## src/rtl/byte_bcd_display_scanner.sv

```systemverilog
// Byte-to-BCD converter (iterative double-dabble) feeding a three-digit
// multiplexed 7-segment scanner with optional leading-zero blanking.
module byte_bcd_display_scanner #(
  parameter int REFRESH_DIV       = 50000,
  parameter bit BLANK_LEADING     = 1'b1,
  parameter bit ENABLE_ACTIVE_LOW = 1'b1
) (
  input  logic       clk,
  input  logic       rst_n,
  input  logic [7:0] byte_in,
  input  logic       byte_valid,
  output logic       byte_ready,
  output logic       conv_done,
  output logic [3:0] digit_bcd,
  output logic [2:0] digit_en
);

  localparam int DIV_W = (REFRESH_DIV > 1) ? $clog2(REFRESH_DIV) : 1;
  localparam logic [DIV_W-1:0] DIV_MAX = DIV_W'(REFRESH_DIV - 1);
  localparam logic [3:0] BLANK_CODE = 4'hF;

  typedef enum logic [1:0] {
    IDLE   = 2'd0,
    SHIFT  = 2'd1,
    COMMIT = 2'd2
  } state_t;

  state_t            state_r, state_s;
  logic [19:0]       shift_r, shift_s;
  logic [2:0]        iter_r, iter_s;
  logic              commit_s;
  logic [3:0]        hund_r, tens_r, ones_r;
  logic              conv_done_r;
  logic [DIV_W-1:0]  div_r;
  logic [1:0]        slot_r;
  logic [3:0]        digit_s, digit_bcd_r;
  logic [2:0]        en_onehot_s, digit_en_r;

  // One double-dabble iteration: correct each BCD nibble >= 5, then shift left.
  function automatic logic [19:0] dabble_step(input logic [19:0] sr);
    logic [19:0] adj;
    adj = sr;
    for (int i = 0; i < 3; i++) begin
      if (adj[8+4*i +: 4] >= 4'd5) begin
        adj[8+4*i +: 4] = adj[8+4*i +: 4] + 4'd3;
      end else begin
        adj[8+4*i +: 4] = adj[8+4*i +: 4];
      end
    end
    return {adj[18:0], 1'b0};
  endfunction

  assign byte_ready = (state_r == IDLE);
  assign conv_done  = conv_done_r;
  assign digit_bcd  = digit_bcd_r;
  assign digit_en   = digit_en_r;

  // FSM state and conversion datapath registers
  always_ff @(posedge clk or negedge rst_n) begin
    if (!rst_n) begin
      state_r <= IDLE;
      shift_r <= 20'd0;
      iter_r  <= 3'd0;
    end else begin
      state_r <= state_s;
      shift_r <= shift_s;
      iter_r  <= iter_s;
    end
  end

  // FSM next-state and datapath next values
  always_comb begin
    state_s  = state_r;
    shift_s  = shift_r;
    iter_s   = iter_r;
    commit_s = 1'b0;
    case (state_r)
      IDLE: begin
        if (byte_valid) begin
          state_s = SHIFT;
          shift_s = {12'd0, byte_in};
          iter_s  = 3'd0;
        end else begin
          state_s = IDLE;
        end
      end
      SHIFT: begin
        shift_s = dabble_step(shift_r);
        iter_s  = iter_r + 3'd1;
        if (iter_r == 3'd7) begin
          state_s = COMMIT;
        end else begin
          state_s = SHIFT;
        end
      end
      COMMIT: begin
        commit_s = 1'b1;
        state_s  = IDLE;
      end
      default: begin
        state_s = IDLE;
      end
    endcase
  end

  // Display registers and the commit pulse
  always_ff @(posedge clk or negedge rst_n) begin
    if (!rst_n) begin
      hund_r      <= 4'd0;
      tens_r      <= 4'd0;
      ones_r      <= 4'd0;
      conv_done_r <= 1'b0;
    end else begin
      conv_done_r <= commit_s;
      if (commit_s) begin
        hund_r <= shift_r[19:16];
        tens_r <= shift_r[15:12];
        ones_r <= shift_r[11:8];
      end
    end
  end

  // Refresh divider and slot rotation, free-running
  always_ff @(posedge clk or negedge rst_n) begin
    if (!rst_n) begin
      div_r  <= '0;
      slot_r <= 2'd0;
    end else if (div_r == DIV_MAX) begin
      div_r  <= '0;
      slot_r <= (slot_r == 2'd2) ? 2'd0 : slot_r + 2'd1;
    end else begin
      div_r <= div_r + DIV_W'(1);
    end
  end

  // Digit selection with leading-zero blanking
  always_comb begin
    digit_s     = ones_r;
    en_onehot_s = 3'b001;
    case (slot_r)
      2'd0: begin
        digit_s     = ones_r;
        en_onehot_s = 3'b001;
      end
      2'd1: begin
        if (BLANK_LEADING && (hund_r == 4'd0) && (tens_r == 4'd0)) begin
          digit_s = BLANK_CODE;
        end else begin
          digit_s = tens_r;
        end
        en_onehot_s = 3'b010;
      end
      2'd2: begin
        if (BLANK_LEADING && (hund_r == 4'd0)) begin
          digit_s = BLANK_CODE;
        end else begin
          digit_s = hund_r;
        end
        en_onehot_s = 3'b100;
      end
      default: begin
        digit_s     = ones_r;
        en_onehot_s = 3'b001;
      end
    endcase
  end

  // Registered display outputs; bus and enable always move together
  always_ff @(posedge clk or negedge rst_n) begin
    if (!rst_n) begin
      digit_bcd_r <= 4'd0;
      digit_en_r  <= ENABLE_ACTIVE_LOW ? 3'b110 : 3'b001;
    end else begin
      digit_bcd_r <= digit_s;
      digit_en_r  <= ENABLE_ACTIVE_LOW ? ~en_onehot_s : en_onehot_s;
    end
  end

endmodule

```

## config.mk

```make
export PLATFORM = sky130hd
export DESIGN_NAME = byte_bcd_display_scanner
export DESIGN_NICKNAME = d
export VERILOG_FILES = /design/src/rtl/byte_bcd_display_scanner.sv
export SDC_FILE = /design/constraint.sdc
export NUM_CORES = 1
export LEC_CHECK = 0
export CAP_MARGIN = 40
export CORE_ASPECT_RATIO = 1.5
export CORE_MARGIN = 4
export CORE_UTILIZATION = 45
export DETAILED_ROUTE_END_ITERATION = 10
export DONT_BUFFER_PORTS = 1
export PLACE_DENSITY_LB_ADDON = 0.25
export SETUP_SLACK_MARGIN = 0.05
export SLEW_MARGIN = 5
export SYNTH_ARGS = -nofsm -noshare
export SYNTH_HDL_FRONTEND = slang
export SYNTH_SLANG_ARGS = --single-unit
```

## constraint.sdc

```tcl
create_clock -name clk -period 1.7 [get_ports clk]
set_input_delay 0.17 -clock clk [delete_from_list [all_inputs] [get_ports clk]]
set_output_delay 0.17 -clock clk [all_outputs]
set_load 0.01 [all_outputs]
```

; ---- Yosys cells after proc, flatten, opt, wreduce, memory -nomap -nowiden
; Index checks and enable logic that the tools add are counted.
[op_classes]
n_addsub = 6
magnitude_cmp = 3
eq_ne = 7
n_mux = 17
n_bitwise = 1
reduce_logical = 6
[ops]
columns = operator, count
row1 = one-hot mux 20 bit (2 select lines), 1
row2 = two-way mux 20 bit, 1
row3 = adder 16 x 1 -> 16 bit (second input constant), 1
row4 = == test 16 bit (second input constant), 1
row5 = two-way mux 16 bit, 1
row6 = two-way mux 4 bit, 4
row7 = >= comparator 4 x 3 -> 1 bit (second input constant), 3
row8 = one-hot mux 3 bit (2 select lines), 2
row9 = adder 4 x 2 -> 4 bit (second input constant), 2
row10 = logical NOT 4 bit, 2
row11 = one-hot mux 4 bit (2 select lines), 1
row12 = two-way mux 3 bit, 2
row13 = == test 2 x 1 -> 1 bit (second input constant), 2
row14 = == test 2 bit (second input constant), 2
row15 = two-way mux 2 bit, 2
row16 = one-hot mux 2 bit (2 select lines), 1
row17 = adder 3 x 1 -> 3 bit (second input constant), 1
row18 = adder 3 x 2 -> 3 bit (second input constant), 1
row19 = == test 3 bit (second input constant), 1
row20 = NOT 3 bit, 1
row21 = adder 2 x 1 -> 2 bit (second input constant), 1
row22 = logical NOT 2 bit, 1
row23 = two-way mux 1 bit, 2
row24 = != test 2 bit (second input constant), 1
row25 = other kinds (3), 3
[totals]
register_bits = 63
inputBits = 11
out_inout_bits = 9

; ---- Logic depth before layout (Yosys ltp)
[depth]
word_depth = 4
mapped_depth = 6
ltp_nobuf = 6

; ---- Least setup slack after synthesis
; No wires, ideal clock.
[synth_path]
path_type = register -> register
from = register div_r[4]
to = register slot_r[1]
setup_ns = 0.125
arrival_time_ns = 1.546
required_ns = 1.575
path_slack_ns = 0.029
path_stages_with_launch = 6
n_path_buf = 1
synth_period_minus_slack_ns = 1.671
cell_sequence = dfrtp_1 -> nor4b_1 -> nand4_1 -> nor3_1 -> buf_2 -> mux2_2
[synth_between]
elab_chain_cells = 1
[synth_lines]
columns = element, line_no
row1 = "start, declared", 34  ; logic [DIV_W-1:0] div_r;
row2 = "start signal, assigned", 132  ; div_r <= div_r + DIV_W'(1);
row3 = == test 16 bit, 128  ; end else if (div_r == DIV_MAX) begin
row4 = "end signal, assigned", 130  ; slot_r <= (slot_r == 2'd2) ? 2'd0 : slot_r + 2'd1;
row5 = "end, declared", 35  ; logic [1:0] slot_r;
; No other way between the ends.
; A chain may end at the register's enable or synchronous reset.

; ---- Worst setup path in the final report
[layout_path]
from = register div_r[4]
to = register slot_r[0]
; The elaborated chain is that of the path after synthesis.

==> impl_metrics.csv <==
group,metric,value,unit
run_status,status,"finished, final reports clean",
sta,final-max-slew-violation-count,0,
critical_path,path_max_fanout,6,
power,cellLeakagePower,0.001521,uW
clock_network,clock_path_buffers,2,
critical_path,cp.required,1.92,ns
finish,final_common_cell,"dfrtp_1",
finish,layout_common_cells,"dfrtp_1 (60), o21ai_0 (33), nand2_1 (20), nor2_1 (19), buf_4 (15)",
die,die_h,107.1,um
global_route,grt_max_degree,64,
drt,vias_per_cell,5.361,
finish,syn2layout_area_growth,14.81,%
sta,whs,0.03644,ns
hold_path,min_path_type,"input port to flip-flop",
critical_path,path_class,"flip-flop to flip-flop",
drt,vias,2037,
clock_network,cts_tree,"done",
synth,synth-async-reset-ratio,1.000,
sta,hold_viol,0,
place,placed_cells,361,
finish,final_layout_size_suffix_gt1_frac,0.1765,
clock_network,clkTransAtPathRegs,0.07,ns
sta,rsz0062_at_grt,"true",
sta,max_freq,624.9,MHz
drt,drtIter0Drc,115,
synth,yosysTopAreaCell,"dfrtp_1",
synth,synth-edff-count,0,
power,ir_worst_vdd,850.8,uV
synth,synth_cell_types,35,
finish,fin_nets,326,
critical_path,cp.arrival,1.82,ns
power,finalPower,4912,uW
synth,ys_seq_area_frac,0.5357,
die,rows,35,
sta,worst_slew_pin_slew,0.6110,ns
place,postPlaceCellArea,3105,um2
drt,avgRoutedWirePerCell,13.92,um
sta,finalCritPeriodShare,0.9413,
global_route,grt_remaining_overflow,0,
finish,nFillCells,547,
clock_network,cts_sinks,63,
place,portBuffers,0,
clock_network,insertion_delay,0.34,ns
die,num_io_pins,20,
finish,diodes,0,
drt,drc,0,
sta,fin_skew,0.007146,ns
global_route,grt_antenna_before_repair,0,
finish,fin_area,3385,um2
power,p_per_area,1451,nW/um2
synth,syn_inst,284,
synth,ys_seq_elements,63,
critical_path,cp-end-kind,"flip-flop",
job,drv_cap,0,
critical_path,cp_cell_sequence,"nor4b_2, nand4_1, nor3_2, buf_4, mux2_2",
sta,slew_headroom,0.5918,
clock_network,cts_max_level,3,
synth,synth_ff_type,"dfrtp_1",
die,initial_utilization,0.4707,
critical_path,cp-start-kind,"flip-flop",
drt,wl,5290,um
sta,fin_crit,1.600,ns
synth,ys_top_cells_by_area,"dfrtp_1 (52%), ha_1 (5.9%), o21ai_0 (5.6%)",
drt,ant_nets,0,
critical_path,crit_slowest_cell,"dfrtp_1",
die,die_w,74.09,um
synth,synth_area,2948,um2
synth,synth.top_cell.area_share,0.5178,
critical_path,cpPeakStageDelay,0.40,ns
die,core,6262,um2
global_route,grt_pass1_wl,9439,um
finish,utilization,0.5405,
drt,first_pass_iters,4,
synth,ys_warn_count,0,
global_route,grt_usage,0.1542,
place,dp_hpwl,3591,um
synth,avgSynthCellArea,10.38,um2
global_route,grt_pass1_vias,2086,
place,gp_congestion,0.8291,
clock_network,ctsRootBufferMaster,"clkbuf_8",
synth,syn_nets,309,
sta,setup_viol,0,
die,dieArea,7936,um2
finish,fin_cells,380,
clock_network,cts_buffers,9,
==> final timing paths <==
check	startpoint	to	slack [ns]	depth (start not counted)
hold / removal	byte_in[5]	shift_r[5]$_DFFE_PN0P_	0.04	2
setup reg to reg	div_r[4]$_DFF_PN0_	slot_r[0]$_DFFE_PN0N_	0.1	5
setup / recovery	div_r[4]$_DFF_PN0_	slot_r[0]$_DFFE_PN0N_	0.1	5
min in group asynchronous	rst_n	ones_r[3]$_DFFE_PN0P_	0.38	2
max in group asynchronous	rst_n	digit_en[1]$_DFF_PN1_	1.04	2
hold reg to reg	div_r[0]$_DFF_PN0_	div_r[0]$_DFF_PN0_	0.48	1
==> flip-flops by register name, summed over array words and instances (netlist names) <==
signal     count
slot_r         2
tens_r         4
ones_r         4
conv_done      1
state_r        2
div_r         16
shift_r       20
hund_r         4
iter_r         3
digit_en       3
digit_bcd      4
==> worst max-delay path, delay by kind of cell, from the launching register on <==
family                 cells  cell delay, ns
AND/OR/NAND/NOR            3            0.58
flip-flops                 1            0.40
buffers and inverters      1            0.18
multiplexers               1            0.33
==> cell usage after synthesis (7+ instances only) <==
cell type	count
a21oi_1	12
a22oi_1	7
clkbuf_1	9
dfrtp_1	61
ha_1	14
inv_1	14
mux2_2	10
nand2_1	20
nand3_1	11
nor2_1	19
nor2b_1	11
nor3_1	7
o21ai_0	33
xnor2_1	9
xor2_1	9
==> power breakdown <==
part           internal [uW]  switching (uW)
Sequential              1880             305
Clock                    678             588
Combinational            711             751
Total                   3270            1640
==> routing by layer <==
layer  share of wire  routed length (um)  GRT usage  up-vias
li1                -                   -          -     1014
met1            0.46                2439     0.2010      988
met2            0.49                2577     0.2367       28
met3           0.034                 182    0.04315        7
met4           0.017                  91    0.06606        0
met5               0                   0          0        -
==> layout make-up <==
cell class	count	area, um2	area share
multi-input combinational	195	1303	0.3848
tap	74	92.59	0.02736
sequential	63	1580	0.4669
clock inverter	7	72.57	0.02144
clock buffer	9	123.9	0.03660
inverter	14	52.55	0.01553
timing repair buffer	18	160.2	0.04732
==> cells by family (layout without fill, tap and decap cells) <==
logic type                 count (synthesis)  in the layout  share of synthesized area
buffers and inverters                     26             48                    0.03395
adders and majority gates                 14             14                    0.05942
xor gates and xnor gates                  18             18                    0.05348
and+or+nand+nor                           87             87                     0.1477
muxes                                     12             12                    0.04499
AOI/OAI and AO/OA                         64             64                     0.1248
DFF                                       63             63                     0.5357
==> metrics by stage <==
| stage | setup TNS [ns] | setup WS (ns) |
|---|---|---|
| after floorplan | 0 | 0.05289 |
| after global placement | 0 | 0.06254 |
| after detailed placement | 0 | 0.03333 |
| after CTS | 0 | 0.05592 |
| after global routing | -0.02019 | -0.01162 |
| final | 0 | 0.09976 |
==> repair_timing <==
item                                   4_1_cts  5_1_grt
setup buffers                                0        0
hold buffers                                 3        0
endpoints found under the hold margin       64        0
pin swaps                                    0        0
setup endpoints to repair                    2        6
gates resized for setup                      1        8
No activity file was read; power rests on OpenSTA's default activity.
